<file path="config.mk">
export PLATFORM = sky130hd
export DESIGN_NAME = uart_pkt_rx
export DESIGN_NICKNAME = d
export VERILOG_FILES = /design/src/rtl/uart_pkt_pkg.sv /design/src/rtl/uart_rx_byte.sv /design/src/rtl/uart_pkt_rx.sv
export SDC_FILE = /design/constraint.sdc
export NUM_CORES = 1
export LEC_CHECK = 0
export ABC_CLOCK_PERIOD_IN_PS = 2600
export CORE_MARGIN = 2
export CORE_UTILIZATION = 45
export DETAILED_ROUTE_END_ITERATION = 6
export DONT_BUFFER_PORTS = 1
export PLACE_DENSITY_LB_ADDON = 0.1
export SLEW_MARGIN = 40
export SYNTH_ARGS = -nofsm -noshare
export SYNTH_HDL_FRONTEND = slang
export SYNTH_SLANG_ARGS = --single-unit
export TNS_END_PERCENT = 1
</file>
<file path="constraint.sdc">
create_clock -name clk -period 2.6 [get_ports clk]
set_clock_uncertainty 0.15 [all_clocks]
set_input_delay 0.26 -clock clk [delete_from_list [all_inputs] [get_ports clk]]
set_output_delay 0.26 -clock clk [all_outputs]
set_load 0.03 [all_outputs]
</file>
<file path="src/rtl/uart_pkt_pkg.sv">
// Shared definitions for the UART packet receiver.
// Optional build macro: UART_PKT_RX_CHKSUM_EN adds an XOR checksum byte before ETX.
package uart_pkt_pkg;

    localparam logic [7:0] STX = 8'h02;
    localparam logic [7:0] ETX = 8'h03;

`ifdef UART_PKT_RX_CHKSUM_EN
    localparam bit CHKSUM_EN = 1'b1;
`else
    localparam bit CHKSUM_EN = 1'b0;
`endif

    // Byte deserialiser states
    typedef enum logic [1:0] {
        IDLE  = 2'd0,
        START = 2'd1,
        DATA  = 2'd2,
        STOP  = 2'd3
    } rx_state_e;

    // Total bytes in a packet: STX + header + nb data bytes + [checksum] + ETX
    function automatic int unsigned pkt_len_f(input int unsigned nb, input bit chksum);
        return nb + 32'd3 + (chksum ? 32'd1 : 32'd0);
    endfunction

endpackage

</file>
<file path="src/rtl/uart_rx_byte.sv">
// 8N1 byte deserialiser: rxd synchroniser, byte FSM and bit timer.
// byte_done / frame_err are single-cycle strobes raised in the stop-sample cycle;
// byte_data holds the last assembled byte and is valid alongside byte_done.
module uart_rx_byte
    import uart_pkt_pkg::*;
#(
    parameter int CLKS_PER_BIT = 46
) (
    input  logic       clk,
    input  logic       rst,
    input  logic       rxd,
    output logic       byte_done,
    output logic [7:0] byte_data,
    output logic       frame_err,
    output logic       rx_idle
);

    localparam int TMR_W = $clog2(CLKS_PER_BIT);
    localparam logic [TMR_W-1:0] HALF_M1 = TMR_W'(CLKS_PER_BIT / 2 - 1);
    localparam logic [TMR_W-1:0] FULL_M1 = TMR_W'(CLKS_PER_BIT - 1);

    logic             sync1_q;
    logic             rs_q;
    logic             rs_prev_q;
    rx_state_e        state_q, state_d;
    logic [TMR_W-1:0] timer_q, timer_d;
    logic [2:0]       bit_idx_q, bit_idx_d;
    logic [7:0]       shreg_q, shreg_d;

    // Two-flop synchroniser plus a delayed copy for falling-edge detection; reset to idle-high
    always_ff @(posedge clk) begin
        if (rst) begin
            sync1_q   <= 1'b1;
            rs_q      <= 1'b1;
            rs_prev_q <= 1'b1;
        end else begin
            sync1_q   <= rxd;
            rs_q      <= sync1_q;
            rs_prev_q <= rs_q;
        end
    end

    // FSM state, bit timer, bit index and shift register
    always_ff @(posedge clk) begin
        if (rst) begin
            state_q   <= IDLE;
            timer_q   <= '0;
            bit_idx_q <= '0;
            shreg_q   <= '0;
        end else begin
            state_q   <= state_d;
            timer_q   <= timer_d;
            bit_idx_q <= bit_idx_d;
            shreg_q   <= shreg_d;
        end
    end

    // Next-state logic and sample strobes
    always_comb begin
        state_d   = state_q;
        timer_d   = timer_q;
        bit_idx_d = bit_idx_q;
        shreg_d   = shreg_q;
        byte_done = 1'b0;
        frame_err = 1'b0;
        case (state_q)
            IDLE: begin
                timer_d = '0;
                if (rs_prev_q && !rs_q) begin
                    state_d = START;
                end
            end
            START: begin
                if (timer_q == HALF_M1) begin
                    timer_d   = '0;
                    bit_idx_d = '0;
                    // Line back high at mid-start means a glitch, not a byte
                    state_d   = rs_q ? IDLE : DATA;
                end else begin
                    timer_d = timer_q + 1'b1;
                end
            end
            DATA: begin
                if (timer_q == FULL_M1) begin
                    timer_d   = '0;
                    shreg_d   = {rs_q, shreg_q[7:1]};
                    bit_idx_d = bit_idx_q + 1'b1;
                    if (bit_idx_q == 3'd7) begin
                        state_d = STOP;
                    end
                end else begin
                    timer_d = timer_q + 1'b1;
                end
            end
            STOP: begin
                if (timer_q == FULL_M1) begin
                    timer_d = '0;
                    state_d = IDLE;
                    if (rs_q) begin
                        byte_done = 1'b1;
                    end else begin
                        frame_err = 1'b1;
                    end
                end else begin
                    timer_d = timer_q + 1'b1;
                end
            end
            default: begin
                state_d = IDLE;
                timer_d = '0;
            end
        endcase
    end

    assign byte_data = shreg_q;
    assign rx_idle   = (state_q == IDLE);

endmodule

</file>
<file path="src/rtl/uart_pkt_rx.sv">
// UART STX/ETX command packet receiver with a one-entry command holding register.
// Optional build macro: UART_PKT_RX_CHKSUM_EN (XOR checksum byte before ETX).
module uart_pkt_rx
    import uart_pkt_pkg::*;
#(
    parameter int CLKS_PER_BIT = 46,
    parameter int ADDR_W       = 7,
    parameter int DATA_W       = 32,
    parameter int TIMEOUT      = 500000
) (
    input  logic              clk,
    input  logic              rst,
    input  logic              rxd,
    output logic              cmd_valid,
    input  logic              cmd_ready,
    output logic              cmd_write,
    output logic [ADDR_W-1:0] cmd_addr,
    output logic [DATA_W-1:0] cmd_data,
    output logic              err_frame,
    output logic              err_format,
    output logic              err_timeout,
    output logic              err_overrun
);

    localparam int NB       = DATA_W / 8;
    localparam int PKT_LEN  = int'(pkt_len_f(NB, CHKSUM_EN));
    localparam int IDX_W    = $clog2(PKT_LEN);
    localparam int TO_W     = $clog2(TIMEOUT + 1);
    localparam logic [IDX_W-1:0] LAST_DATA_IDX = IDX_W'(NB + 1);
    localparam logic [TO_W-1:0]  TO_LAST       = TO_W'(TIMEOUT - 1);

    logic              byte_done;
    logic [7:0]        byte_data;
    logic              frame_err;
    logic              rx_idle;

    logic [IDX_W-1:0]  byte_idx_q, byte_idx_d;
    logic              hdr_write_q, hdr_write_d;
    logic [ADDR_W-1:0] hdr_addr_q, hdr_addr_d;
    logic [DATA_W-1:0] data_q, data_d;
    logic [TO_W-1:0]   to_cnt_q, to_cnt_d;
    logic              cmd_valid_q, cmd_valid_d;
    logic              cmd_write_q, cmd_write_d;
    logic [ADDR_W-1:0] cmd_addr_q, cmd_addr_d;
    logic [DATA_W-1:0] cmd_data_q, cmd_data_d;
    logic              err_frame_q, err_frame_d;
    logic              err_format_q, err_format_d;
    logic              err_timeout_q, err_timeout_d;
    logic              err_overrun_q, err_overrun_d;
    logic              pkt_ok;
    logic              fmt_ok;
`ifdef UART_PKT_RX_CHKSUM_EN
    localparam logic [IDX_W-1:0] CHK_IDX = IDX_W'(NB + 2);
    logic [7:0]        chk_q, chk_d;
    logic              chk_bad_q, chk_bad_d;
`endif

    uart_rx_byte #(
        .CLKS_PER_BIT(CLKS_PER_BIT)
    ) u_rx_byte (
        .clk      (clk),
        .rst      (rst),
        .rxd      (rxd),
        .byte_done(byte_done),
        .byte_data(byte_data),
        .frame_err(frame_err),
        .rx_idle  (rx_idle)
    );

    // Packet framing, inter-byte timeout and holding-register next state
    always_comb begin
        byte_idx_d    = byte_idx_q;
        hdr_write_d   = hdr_write_q;
        hdr_addr_d    = hdr_addr_q;
        data_d        = data_q;
        to_cnt_d      = to_cnt_q;
        cmd_valid_d   = cmd_valid_q;
        cmd_write_d   = cmd_write_q;
        cmd_addr_d    = cmd_addr_q;
        cmd_data_d    = cmd_data_q;
        err_frame_d   = 1'b0;
        err_format_d  = 1'b0;
        err_timeout_d = 1'b0;
        err_overrun_d = 1'b0;
        pkt_ok        = 1'b0;
        fmt_ok        = 1'b0;
`ifdef UART_PKT_RX_CHKSUM_EN
        chk_d         = chk_q;
        chk_bad_d     = chk_bad_q;
`endif

        if (cmd_valid_q && cmd_ready) begin
            cmd_valid_d = 1'b0;
        end

        // The timeout only measures line silence inside a packet
        if ((byte_idx_q != '0) && rx_idle) begin
            if (to_cnt_q == TO_LAST) begin
                err_timeout_d = 1'b1;
                byte_idx_d    = '0;
                to_cnt_d      = '0;
            end else begin
                to_cnt_d = to_cnt_q + 1'b1;
            end
        end else begin
            to_cnt_d = '0;
        end

        if (frame_err) begin
            err_frame_d = 1'b1;
            byte_idx_d  = '0;
        end else if (byte_done) begin
            if (byte_idx_q == '0) begin
                // Anything other than STX is line noise between packets
                if (byte_data == STX) begin
                    byte_idx_d = 1'b1;
                end
            end else if (byte_idx_q == IDX_W'(1)) begin
                hdr_write_d = byte_data[7];
                hdr_addr_d  = byte_data[ADDR_W-1:0];
                byte_idx_d  = byte_idx_q + 1'b1;
`ifdef UART_PKT_RX_CHKSUM_EN
                chk_d       = byte_data;
                chk_bad_d   = 1'b0;
`endif
            end else if (byte_idx_q <= LAST_DATA_IDX) begin
                data_d     = DATA_W'({data_q, byte_data});
                byte_idx_d = byte_idx_q + 1'b1;
`ifdef UART_PKT_RX_CHKSUM_EN
                chk_d      = chk_q ^ byte_data;
`endif
`ifdef UART_PKT_RX_CHKSUM_EN
            end else if (byte_idx_q == CHK_IDX) begin
                chk_bad_d  = (byte_data != chk_q);
                byte_idx_d = byte_idx_q + 1'b1;
`endif
            end else begin
                byte_idx_d = '0;
`ifdef UART_PKT_RX_CHKSUM_EN
                fmt_ok = (byte_data == ETX) && !chk_bad_q;
`else
                fmt_ok = (byte_data == ETX);
`endif
                if (fmt_ok) begin
                    pkt_ok = 1'b1;
                end else begin
                    err_format_d = 1'b1;
                end
            end
        end

        // A handshake in this cycle frees the register for the new packet
        if (pkt_ok) begin
            if (cmd_valid_q && !cmd_ready) begin
                err_overrun_d = 1'b1;
            end else begin
                cmd_valid_d = 1'b1;
                cmd_write_d = hdr_write_q;
                cmd_addr_d  = hdr_addr_q;
                cmd_data_d  = hdr_write_q ? data_q : '0;
            end
        end
    end

    // State registers
    always_ff @(posedge clk) begin
        if (rst) begin
            byte_idx_q    <= '0;
            hdr_write_q   <= 1'b0;
            hdr_addr_q    <= '0;
            data_q        <= '0;
            to_cnt_q      <= '0;
            cmd_valid_q   <= 1'b0;
            cmd_write_q   <= 1'b0;
            cmd_addr_q    <= '0;
            cmd_data_q    <= '0;
            err_frame_q   <= 1'b0;
            err_format_q  <= 1'b0;
            err_timeout_q <= 1'b0;
            err_overrun_q <= 1'b0;
`ifdef UART_PKT_RX_CHKSUM_EN
            chk_q         <= '0;
            chk_bad_q     <= 1'b0;
`endif
        end else begin
            byte_idx_q    <= byte_idx_d;
            hdr_write_q   <= hdr_write_d;
            hdr_addr_q    <= hdr_addr_d;
            data_q        <= data_d;
            to_cnt_q      <= to_cnt_d;
            cmd_valid_q   <= cmd_valid_d;
            cmd_write_q   <= cmd_write_d;
            cmd_addr_q    <= cmd_addr_d;
            cmd_data_q    <= cmd_data_d;
            err_frame_q   <= err_frame_d;
            err_format_q  <= err_format_d;
            err_timeout_q <= err_timeout_d;
            err_overrun_q <= err_overrun_d;
`ifdef UART_PKT_RX_CHKSUM_EN
            chk_q         <= chk_d;
            chk_bad_q     <= chk_bad_d;
`endif
        end
    end

    assign cmd_valid   = cmd_valid_q;
    assign cmd_write   = cmd_write_q;
    assign cmd_addr    = cmd_addr_q;
    assign cmd_data    = cmd_data_q;
    assign err_frame   = err_frame_q;
    assign err_format  = err_format_q;
    assign err_timeout = err_timeout_q;
    assign err_overrun = err_overrun_q;

endmodule

</file>
# Word level (Yosys, flattened, before mapping)
# Index checks and enable logic that the tools add are counted.
# word_totals
memories,0
word_cells,109
mem_bits_rw,0
regBits,129
input_bits,4
latch_bits,0
romBits,0
out_inout_bits,45
# classes
n_mux,40
div_mod_pow,0
bitwise,7
shift,0
mul,0
order_cmp,1
reduce_logical,22
eq_ne,15
add_sub_neg,4
# ops
cell,count
two-way mux 32 bit,1
two-way mux 3 bit,9
"adder 19 x 1 -> 19 bit, second input constant",1
"equality test 19 bit, second input constant",1
two-way mux 1 bit,19
case mux 6 bit (3 select lines),1
"equality test 8 x 2 -> 1 bit, second input constant",2
two-way mux 2 bit,6
two-way mux 6 bit,2
"inequality test 2 x 1 -> 1 bit, second input constant",5
AND reduction 5 bit,2
case mux 2 bit (4 select lines),1
OR reduction 2 bit,4
inverter 1 bit,7
"adder 3 x 1 -> 3 bit, second input constant",2
"adder 6 x 1 -> 6 bit, second input constant",1
"equality test 6 x 5 -> 1 bit, second input constant",1
"equality test 6 bit, second input constant",1
case mux 3 bit (2 select lines),1
OR reduction 6 bit,1
"equality test 2 bit, second input constant",2
logical AND 1 bit,4
AND reduction 2 bit,2
AND reduction 4 bit,1
11 further kinds,12

# Depth between registers and ports, before layout
# Gate-level depths: netlist of run 1.
# logic_depth
depth_word,9
depth_mapped,9
depth_no_buf,6

# Hierarchy
# Synthesis of run 1 repeated with hierarchy kept, for this count alone.
# hier_totals
hier_cells,669
area_unflattened_um2,5659.2
# by_module_without_submodules
mod,seq_area_each_um2,cells_per_inst,n_inst,area_each_um2
uart_pkt_rx,2142.1,571,1,4702.0
uart_rx_byte,440.4,98,1,957.2

# Worst setup path after synthesis of run 1
# OpenSTA, ideal clock, no wires.
# synth_timing
path_kind,flip-flop to flip-flop
start,reg u_rx_byte.timer_q[0]
end,reg cmd_data_q[12] (netlist: cmd_data[12])
t_arrival_ns,1.745
required_ns,2.380
path_buffers,2
setup_time_ns,0.070
setup_slack_ns,0.634
period_less_slack_ns,1.966
path_stages_with_launch,8
cell_sequence,dfxtp_1 -> ha_1 -> and3_1 -> buf_2 -> nand4_4 -> clkbuf_2 -> or4_1 -> a21oi_1
# synth_between
elab_chain_len,6
elab_cells_between_ends,8
classes_between,eq/ne (1); mux (6); reduce/logical (1)
# synth_lines
element,line,text
start: declaration,uart_rx_byte.sv:26,"logic [TMR_W-1:0] timer_q, timer_d;"
start signal: assignment,uart_rx_byte.sv:52,timer_q <= timer_d;
equality test 6 bit *,uart_rx_byte.sv:96,if (timer_q == FULL_M1) begin
two-way mux 1 bit,uart_rx_byte.sv:96,
two-way mux 1 bit,uart_rx_byte.sv:66,case (state_q)
two-way mux 1 bit,uart_pkt_rx.sv:112,end else if (byte_done) begin
two-way mux 1 bit *,uart_pkt_rx.sv:109,if (frame_err) begin
AND reduction 2 bit (no source line) *,--,
end signal: assignment,uart_pkt_rx.sv:194,cmd_data_q <= cmd_data_d;
end: declaration,uart_pkt_rx.sv:45,"logic [DATA_W-1:0] cmd_data_q, cmd_data_d;"
# Every way passes the cells marked *; elsewhere a longest branch is shown, timed or not.
# A chain may end at the register's enable or synchronous reset.

# Final worst setup path of run 1
# layout_timing
start,reg u_rx_byte.timer_q[0]
end,reg cmd_data_q[11] (netlist: cmd_data[11])
# Same word-level chain as after synthesis.

==> flow_metrics.py, run 1 <==
metrics = {
    "status": {
        "outcome": "complete, no violations",
    },
    "placement": {
        "detailed_place_hpwl_um": 7450,
        "dp_cells": 778,
        "numPortBuffers": 0,
        "place_area_um2": 5720,
        "place_congestion": 0.774,
    },
    "route": {
        "drt_wl_total_um": 12000,
        "via_per_inst": 5.59,
        "initialDrtViolationCount": 274,
        "dr.pass1.iters": 4,
        "ant_nets": 0,
        "vias": 4525,
        "wire_per_inst_um": 14.8,
        "drc": 0,
    },
    "die": {
        "die_h_um": 116,
        "rows": 40,
        "die_w_um": 116,
        "start_util_pct": 46.4,
        "ios": 49,
        "floorplan.die_area_um2": 13400,
        "core-area_um2": 12100,
    },
    "synth": {
        "synthFlopType": "dfxtp_1",
        "synth_common_cells": "dfxtp_1, nand2_1, a21oi_1",
        "ys_warn_count": 0,
        "synth_edf_count": 0,
        "syn_area_per_cell_um2": 8.61,
        "synthesis.area_um2": 5620,
        "synthCells": 653,
        "async_flop_share_pct": 0,
        "yosysUniqueCellTypes": 48,
        "ys_seq_area_share_pct": 45.9,
        "synth_top_area_share_pct": 45.9,
        "synth_fp_nets": 671,
        "synth.top_cells.by_area": "dfxtp_1, nand2_1, a21oi_1, o31ai_1, or4_1",
        "ys_seq_elements": 129,
        "synth.most_common_cell": "dfxtp_1",
        "yosys.area.top_type": "dfxtp_1",
    },
    "clock_network": {
        "cts_resized": 0,
        "cts_buffer_depth": 2,
        "clk_pin_slew_ns": 0.05,
        "tritoncts": "built",
        "cts_sinks": 129,
        "h-tree-depth": 4,
        "cts-root-buf": "clkbuf_16",
        "clk_latency_ns": 0.42,
        "cts_buffers": 17,
        "post_cts_buffers": 0,
    },
    "layout": {
        "multi_input_area_um2": 2790,
        "fin_area_um2": 6330,
        "diodes": 0,
        "final_nets": 649,
        "n_fill_cell": 1151,
        "area_growth_pct": 12.6,
        "final_cells": 810,
        "seq_area_um2": 2580,
        "drive_gt1_share_pct": 7.48,
    },
    "global_routing": {
        "grt_first_pass_wirelength_um": 20500,
        "grt_max_degree": 98,
        "grt_overflow": 0,
        "grt_use_total_pct": 19.1,
        "grt_pass1_vias": 4356,
        "antenna_found_initial": 0,
    },
    "setup_path": {
        "critPathMaxStageDelay_ns": 0.51,
        "crit_path_start": "u_rx_byte.timer_q[0]$_SDFF_PP0_",
        "worstReg2RegStart": "u_rx_byte.timer_q[0]$_SDFF_PP0_",
        "crit_arrival_ns": 2.39,
        "path_cells": "ha_1 -> and3_1 -> nand4_4 -> buf_12 -> or4_1 -> a21oi_1",
        "path_max_fanout": 73,
        "cp_data_required_time_ns": 2.79,
        "rrSetupSlack_ns": 0.40,
        "start_kind": "flip-flop",
        "reg2regPathDepth": 6,
        "path_class": "reg -> reg",
        "crit_family": "simple AND/OR/NAND/NOR gates",
        "endpoint_kind": "flip-flop",
        "crit_buf_inv": 1,
        "crit_slowest_cell": "or4_1",
        "cp.depth": 6,
        "timing.rr.end": "cmd_data[11]$_SDFFE_PP0P_",
    },
    "hold_path": {
        "min_to": "u_rx_byte.bit_idx_q[2]$_SDFFE_PP0P_",
        "min_from": "rst",
        "worst_hold_path_type": "in -> reg",
        "min_path_cells": 3,
    },
    "timing": {
        "post-route-period-util_pct": 84.8,
        "hold_viol": 0,
        "finalMaxSlewViolations": 0,
        "fmax_mhz": 454,
        "tightest_slew_ns": 0.724,
        "setup_violations": 0,
        "relSlewSlack_pct": 51.7,
        "rsz0062_at_grt": "false",
        "final.min_clock_period_ns": 2.20,
        "finalSetupTns_ns": 0,
    },
    "pwr": {
        "seq_power_share_pct": 45.6,
        "p_switching_mw": 0.863,
        "power.internal_mw": 3.50,
        "max-vdd-ir-drop_v": 0.000358,
        "p_comb_share_pct": 1.8,
        "swShare_pct": 19.8,
        "clockPowerShare_pct": 52.7,
        "power_leakage_nw": 2.08,
        "power.density_nw_per_um2": 690,
    },
    "run": {
        "cap_viol_max_count": 0,
    },
}
-- logic make-up (layout without fill, tap and decap cells) --
| family | Yosys count | after routing | synth area share, % |
|---|---|---|---|
| AO/OA/AOI/OAI | 142 | 142 | 15.2 |
| XOR/XNOR | 18 | 18 | 2.80 |
| adder cells (fa/ha/maj) | 14 | 14 | 3.12 |
| buffers and inverters | 65 | 54 | 4.65 |
| flip-flops | 129 | 129 | 45.9 |
| multiplexers | 20 | 20 | 3.56 |
| AND/OR/NAND/NOR | 265 | 265 | 24.7 |
-- area by class of cell --
class	instances	area share, %
Clock buffer	24	7.77
Clock inverter	6	1.27
Inverter	14	0.830
Multi-Input combinational cell	459	44.1
Sequential cell	129	40.8
Tap cell	168	3.32
Timing Repair Buffer	10	1.94
-- power groups by stage --
stage,registers [mW],clock network [mW],logic (mW)
after detailed placement,2.03,0,0.0499
after floorplan,2.03,0,0.0593
after global routing,1.99,2.45,0.0884
final,1.99,2.30,0.0776
after global placement,2.03,0,0.0476
after CTS,1.99,2.36,0.0790
-- layout by cell type (no fill, tap or decap), types with 2 or more instances in the layout --
master	instances
buf_4	6
buf_12	2
or2_2	3
xor2_1	4
ha_1	14
nand3b_1	3
nand2b_1	3
nor2b_1	3
clkbuf_1	3
a311oi_1	2
bufinv_16	2
inv_1	13
a31oi_1	4
xnor2_1	14
o31ai_1	43
clkbuf_16	17
or4_1	35
o21ai_0	6
nor4_1	6
nand3_1	16
nand4_1	14
or3_1	4
nor4_4	2
nor2_1	44
and3_1	3
clkbuf_8	4
and4b_1	2
o211ai_1	4
clkinv_2	4
dfxtp_1	129
a21oi_1	78
and4_1	3
nor3_1	3
nor4bb_1	2
mux2i_1	20
nand2_1	109
-- worst reg2reg max path, delay by kind of cell (launching register included) --
family | cells | cell delay, ns
AO/OA/AOI/OAI | 1 | 0.15
adder cells (fa/ha/maj) | 1 | 0.23
buffers and inverters | 1 | 0.21
flip-flops | 1 | 0.39
AND/OR/NAND/NOR | 3 | 1.00
-- sequential cells by signal (all words and copies together) (netlist names), named ones only --
register             cells
u_rx_byte.timer_q        6
cmd_data                32
u_rx_byte.rs_q           1
err_format               1
cmd_valid                1
to_cnt_q                19
cmd_write                1
hdr_write_q              1
err_timeout              1
u_rx_byte.sync1_q        1
err_frame                1
u_rx_byte.state_q        1
hdr_addr_q               7
err_overrun              1
u_rx_byte.bit_idx_q      3
u_rx_byte.rs_prev_q      1
data_q                  32
u_rx_byte.byte_data      8
byte_idx_q               3
cmd_addr                 7
-- what timing repair did --
item | 4_1_cts | 5_1_grt
endpoints found under the hold margin | 103 | 0
hold buffers | 2 | 0
endpoints found under the setup margin | 0 | 0
-- worst max path at each step --
stage	endpoint	slack [ns]
4_1_cts	cmd_data[4]$_SDFFE_PP0P_	0.40
6_report	cmd_data[11]$_SDFFE_PP0P_	0.40
3_3_place_gp	to_cnt_q[3]$_SDFF_PP0_	0.34
2_1_floorplan	cmd_data[12]$_SDFFE_PP0P_	0.63
3_5_place_dp	cmd_data[4]$_SDFFE_PP0P_	0.42
5_1_grt	cmd_data[11]$_SDFFE_PP0P_	0.23
-- through the flow --
stage          total power, mW  hold WS, ns  utilization [%]  setup WS (ns)
6_report                  4.37       0.0871             52.3          0.396
5_1_grt                   4.52        0.106             52.3          0.229
3_3_place_gp              2.08        0.200             47.2          0.345
4_1_cts                   4.43       0.0751             52.3          0.403
2_1_floorplan             2.09        0.214                -          0.634
3_5_place_dp              2.08        0.202             47.2          0.420
-- per-layer routing --
metal / up-vias / part of all wire, % / GRT usage, %
met1: 2147 / 45 / 23.1
met3: 8 / 3.1 / 4.86
met5: - / 0 / 0
met2: 68 / 50 / 32.6
met4: 0 / 1.1 / 7.78
li1: 2302 / - / -
Power figures use the tool's default switching activity.
==> run 2: changes to the inputs <==
--- a/config.mk
+++ b/config.mk
@@ -5,7 +5,7 @@
 export SDC_FILE = /design/constraint.sdc
 export NUM_CORES = 1
 export LEC_CHECK = 0
-export ABC_CLOCK_PERIOD_IN_PS = 2600
+export ABC_CLOCK_PERIOD_IN_PS = 2220
 export CORE_MARGIN = 2
 export CORE_UTILIZATION = 45
 export DETAILED_ROUTE_END_ITERATION = 6
==> constraint.sdc (replaced) <==
create_clock -name clk -period 2.22 [get_ports clk]
set_clock_uncertainty 0.15 [all_clocks]
set_input_delay 0.222 -clock clk [delete_from_list [all_inputs] [get_ports clk]]
set_output_delay 0.222 -clock clk [all_outputs]
set_load 0.03 [all_outputs]
==> run 2 against run 1 <==
First-iteration DRC count shrank 0.36%; register-to-register slack lost 0.28 ns; cell count grew 2.8%; global-route usage grew 0.73 points; clock-buffer cell count grew 3; hold slack lost 0.061 ns; combinational power grew 19%; non-clock buffer count grew 22; via count grew 1.9%; critical path type unchanged; largest power group unchanged; highest routed layer unchanged.
==> flow_metrics.py, run 2 (synthesis results as in run 1) <==
metrics = {
    "timing": {
        "setup_violations": 0,
        "rsz0062_at_grt": "true",
        "final.min_clock_period_ns": 2.10,
        "worst_slack_ns": 0.116,
        "fmax_mhz": 475,
        "post-route-period-util_pct": 94.8,
        "finalSetupTns_ns": 0,
        "tightest_slew_ns": 0.707,
        "relSlewSlack_pct": 52.8,
        "whs_ns": 0.0262,
        "finalMaxSlewViolations": 0,
        "hold_viol": 0,
    },
    "clock_network": {
        "clk_pin_slew_ns": 0.05,
        "tritoncts": "built",
        "cts_buffer_depth": 2,
        "clk_latency_ns": 0.42,
        "post_cts_buffers": 0,
        "cts_buffers": 17,
        "cts_sinks": 129,
        "cts-root-buf": "clkbuf_16",
        "h-tree-depth": 4,
    },
    "placement": {
        "dpl_worst_slack_ns": 0.125,
        "numPortBuffers": 0,
        "detailed_place_hpwl_um": 7920,
        "place_area_um2": 5910,
        "place_congestion": 0.772,
    },
    "global_routing": {
        "grt_max_degree": 98,
        "grt_use_total_pct": 19.9,
        "grt_overflow": 0,
        "grt_pass1_vias": 4378,
        "antenna_found_initial": 0,
        "grt_first_pass_wirelength_um": 21200,
    },
    "setup_path": {
        "endpoint_kind": "flip-flop",
        "crit_arrival_ns": 2.30,
        "rrSetupSlack_ns": 0.12,
        "crit_slowest_cell": "or4_1",
        "critPathMaxStageDelay_ns": 0.50,
        "path_cells": "ha_2 -> and3_1 -> nand4_4 -> buf_12 -> or4_1 -> a21oi_1",
        "path_max_fanout": 73,
        "path_class": "reg -> reg",
        "cp_data_required_time_ns": 2.42,
        "start_kind": "flip-flop",
    },
    "die": {
        "ios": 49,
        "core-area_um2": 12100,
        "floorplan.die_area_um2": 13400,
        "rows": 40,
        "die_w_um": 116,
        "die_h_um": 116,
        "start_util_pct": 46.4,
    },
    "route": {
        "via_per_inst": 5.54,
        "wire_per_inst_um": 15.0,
        "drc": 0,
        "initialDrtViolationCount": 273,
        "dr.pass1.iters": 4,
        "vias": 4613,
        "drt_wl_total_um": 12500,
        "ant_nets": 0,
    },
    "pwr": {
        "power.density_nw_per_um2": 798,
        "max-vdd-ir-drop_v": 0.000511,
        "p_total_mw": 5.23,
        "power_leakage_nw": 2.22,
    },
    "layout": {
        "drive_gt1_share_pct": 11.1,
        "seq_area_um2": 2580,
        "final_nets": 671,
        "area_growth_pct": 16.7,
        "layout_common_cells": "dfxtp_1, nand2_1, a21oi_1",
        "multi_input_area_um2": 2790,
        "diodes": 0,
        "n_fill_cell": 1135,
        "final_common_cell": "dfxtp_1",
        "fin_area_um2": 6560,
    },
    "status": {
        "outcome": "complete, no violations",
    },
    "run": {
        "cap_viol_max_count": 0,
    },
    "hold_path": {
        "worst_hold_path_type": "in -> reg",
    },
}
[run 2: cell count changes in the layout (fill, tap and decap cells not counted)]
cell / before / now
buf_4: 6 / 26
clkbuf_8: 4 / 7
buf_12: 2 / 4
clkinv_2: 4 / 2
dfxtp_1: 129 / 127
dfxtp_2: 0 / 2
ha_1: 14 / 13
ha_2: 0 / 1
[run 2: final cells by class]
class / instances / area share [%]
tap: 168 / 3.21
inverter: 14 / 0.802
multi-input combinational: 459 / 42.6
clock buffer: 27 / 8.13
clock inverter: 4 / 1.07
sequential: 129 / 39.4
timing repair buffer: 32 / 4.77
[run 2: worst paths after layout]
path | start | endpoint | depth (start not counted)
max | u_rx_byte.timer_q[0]$_SDFF_PP0_ | cmd_data[8]$_SDFFE_PP0P_ | 6
min | rst | flip-flop | 3
max reg2reg | u_rx_byte.timer_q[0]$_SDFF_PP0_ | cmd_data[8]$_SDFFE_PP0P_ | 6
min reg2reg | u_rx_byte.sync1_q$_SDFF_PP1_ | u_rx_byte.rs_q$_SDFF_PP1_ | 1
[run 2: critical path: cells and delay by family (launching register included)]
kind	cells	cell delay (ns)
fa+ha+maj	1	0.23
buf+inv	1	0.21
flops	1	0.39
simple gates	3	0.85
compound gates	1	0.15
[run 2: power by group]
part	switching [mW]	internal (mW)	total, mW	leakage (nW)
Sequential	0.00685	2.32	2.33	1.04
Combinational	0.0618	0.0307	0.0925	0.879
Clock	0.959	1.85	2.81	0.299
[run 2: routing by layer]
layer  up-vias  track usage, %  part of all wire (%)
li1       2335               -                     -
met4         0            7.70                   1.4
met3        17            5.65                   3.5
met2        74            33.1                    50
met5         -               0                     0
met1      2187            24.3                    45
[run 2: repair_timing]
action	4_1_cts	5_1_grt
hold endpoints to repair	103	0
resized for setup	0	3
endpoints found under the setup margin	0	9
hold buffers	2	0
[run 2: stage by stage]
step / std cells / utilization, %
after floorplan: 653 / -
after global placement: 800 / 48.8
after detailed placement: 800 / 48.8
after CTS: 833 / 54.1
after global routing: 833 / 54.1
final: 833 / 54.1
==> run 3: changes to the inputs <==
--- a/config.mk
+++ b/config.mk
@@ -5,7 +5,8 @@
 export SDC_FILE = /design/constraint.sdc
 export NUM_CORES = 1
 export LEC_CHECK = 0
-export ABC_CLOCK_PERIOD_IN_PS = 2220
+export ABC_CLOCK_PERIOD_IN_PS = 2500
+export CAP_MARGIN = 40
 export CORE_MARGIN = 2
 export CORE_UTILIZATION = 45
 export DETAILED_ROUTE_END_ITERATION = 6
==> constraint.sdc (replaced) <==
create_clock -name clk -period 2.5 [get_ports clk]
set_clock_uncertainty 0.15 [all_clocks]
set_input_delay 0.25 -clock clk [delete_from_list [all_inputs] [get_ports clk]]
set_output_delay 0.25 -clock clk [all_outputs]
set_load 0.03 [all_outputs]
==> run 3 against run 2 <==
Sequential cell count is the same; via count shrank 2.8%; hold slack gained 0.023 ns.
==> flow_metrics.py, run 3 (synthesis results as in run 1) <==
metrics = {
    "status": {
        "outcome": "complete, no violations",
    },
    "layout": {
        "final_nets": 656,
        "layout_common_cells": "dfxtp_1, nand2_1, a21oi_1",
        "diodes": 0,
        "final_common_cell": "dfxtp_1",
        "drive_gt1_share_pct": 8.46,
        "area_growth_pct": 13.0,
    },
    "timing": {
        "tightest_slew_ns": 0.678,
        "whs_ns": 0.0494,
        "rsz0062_at_grt": "false",
        "finalMaxSlewViolations": 0,
        "hold_viol": 0,
        "setup_violations": 0,
        "relSlewSlack_pct": 53.6,
        "finalSetupTns_ns": 0,
        "final.min_clock_period_ns": 2.24,
        "fmax_mhz": 446,
        "post-route-period-util_pct": 89.8,
    },
    "die": {
        "ios": 49,
        "die_w_um": 116,
        "die_h_um": 116,
        "start_util_pct": 46.4,
        "core-area_um2": 12100,
        "floorplan.die_area_um2": 13400,
        "rows": 40,
    },
    "setup_path": {
        "critPathMaxStageDelay_ns": 0.50,
        "start_kind": "flip-flop",
        "endpoint_kind": "flip-flop",
        "crit_arrival_ns": 2.43,
        "path_cells": "ha_1 -> and3_1 -> nand4_4 -> buf_12 -> or4_1 -> a21oi_1",
        "crit_slowest_cell": "or4_1",
        "path_max_fanout": 73,
        "crit_path_start": "u_rx_byte.timer_q[0]$_SDFF_PP0_",
        "cp_data_required_time_ns": 2.69,
        "worstReg2RegStart": "u_rx_byte.timer_q[0]$_SDFF_PP0_",
        "path_class": "reg -> reg",
    },
    "global_routing": {
        "grt_overflow": 0,
        "antenna_found_initial": 0,
        "grt_max_degree": 98,
        "grt_use_total_pct": 19.7,
        "grt_pass1_vias": 4436,
        "grt_first_pass_wirelength_um": 20900,
    },
    "route": {
        "drc": 0,
        "via_per_inst": 5.48,
        "drt_wl_total_um": 12000,
        "ant_nets": 0,
        "initialDrtViolationCount": 275,
        "vias": 4483,
        "wire_per_inst_um": 14.7,
        "dr.pass1.iters": 4,
    },
    "clock_network": {
        "hold_buffers": 2,
        "cts_sinks": 129,
        "cts-root-buf": "clkbuf_16",
        "cts_buffer_depth": 2,
        "clk_pin_slew_ns": 0.05,
        "cts_buffers": 17,
        "tritoncts": "built",
        "clk_latency_ns": 0.42,
        "post_cts_buffers": 0,
        "h-tree-depth": 4,
        "cts_resized": 0,
    },
    "pwr": {
        "power_leakage_nw": 2.10,
        "max-vdd-ir-drop_v": 0.000323,
        "power.density_nw_per_um2": 700,
    },
    "placement": {
        "detailed_place_hpwl_um": 7650,
        "numPortBuffers": 0,
        "place_congestion": 0.773,
    },
    "hold_path": {
        "min_from": "rst",
        "worst_hold_path_type": "in -> reg",
    },
    "run": {
        "cap_viol_max_count": 0,
    },
}
run 3: cell types whose count changed in the layout (fill, tap and decap cells not counted), moves of 2 or more:
| cell | before | now |
|---|---|---|
| dfxtp_2 | 2 | 0 |
| clkbuf_8 | 7 | 4 |
| buf_4 | 26 | 14 |
| dfxtp_1 | 127 | 129 |
| buf_12 | 4 | 1 |
| clkinv_2 | 2 | 5 |
run 3: path summary, 6_finish.rpt:
path         slack [ns]  cells after the start                                   to
max                0.26                      6             cmd_data[2]$_SDFFE_PP0P_
min                0.05                      2  u_rx_byte.byte_data[7]$_SDFFE_PP0P_
max reg2reg        0.26                      6             cmd_data[2]$_SDFFE_PP0P_
min reg2reg        0.26                      1            u_rx_byte.rs_q$_SDFF_PP1_
run 3: area by class of cell:
| class | instances | area, um^2 |
|---|---|---|
| fill | 1186 | 5760 |
| multi-input combinational | 459 | 2790 |
| clock inverter | 6 | 55.1 |
| clock buffer | 25 | 495 |
| tap | 168 | 210 |
| inverter | 14 | 52.6 |
| sequential | 129 | 2580 |
| timing repair buffer | 17 | 163 |
run 3: worst max-delay path, delay by kind of cell (launching register included):
family,cells,cell delay (ns)
flops,1,0.40
compound gates,1,0.17
simple gates,3,0.96
fa+ha+maj,1,0.23
buf+inv,1,0.21
run 3: report_power, final:
group	switching, mW	internal (mW)
clock	0.840	1.46
sequential	0.00638	2.06
combinational	0.0527	0.0267
run 3: metal layers:
metal	vias to the layer above	share of wire [%]	track usage, %
li1	2309	-	-
met3	16	3.4	5.65
met5	-	0	0
met2	51	49	33.6
met4	0	1.5	7.30
met1	2107	46	23.7
run 3: through the flow:
stage          util [%]  worst slack (ns)  instances  instance area (um^2)  total power [mW]
2_1_floorplan         -             0.534        653                  5620              2.17
3_3_place_gp       47.5             0.241        785                  5760              2.16
3_5_place_dp       47.6             0.284        785                  5760              2.16
4_1_cts            52.4             0.265        818                  6350              4.50
5_1_grt            52.4            0.0978        818                  6350              4.61
6_report           52.4             0.256        818                  6350              4.45
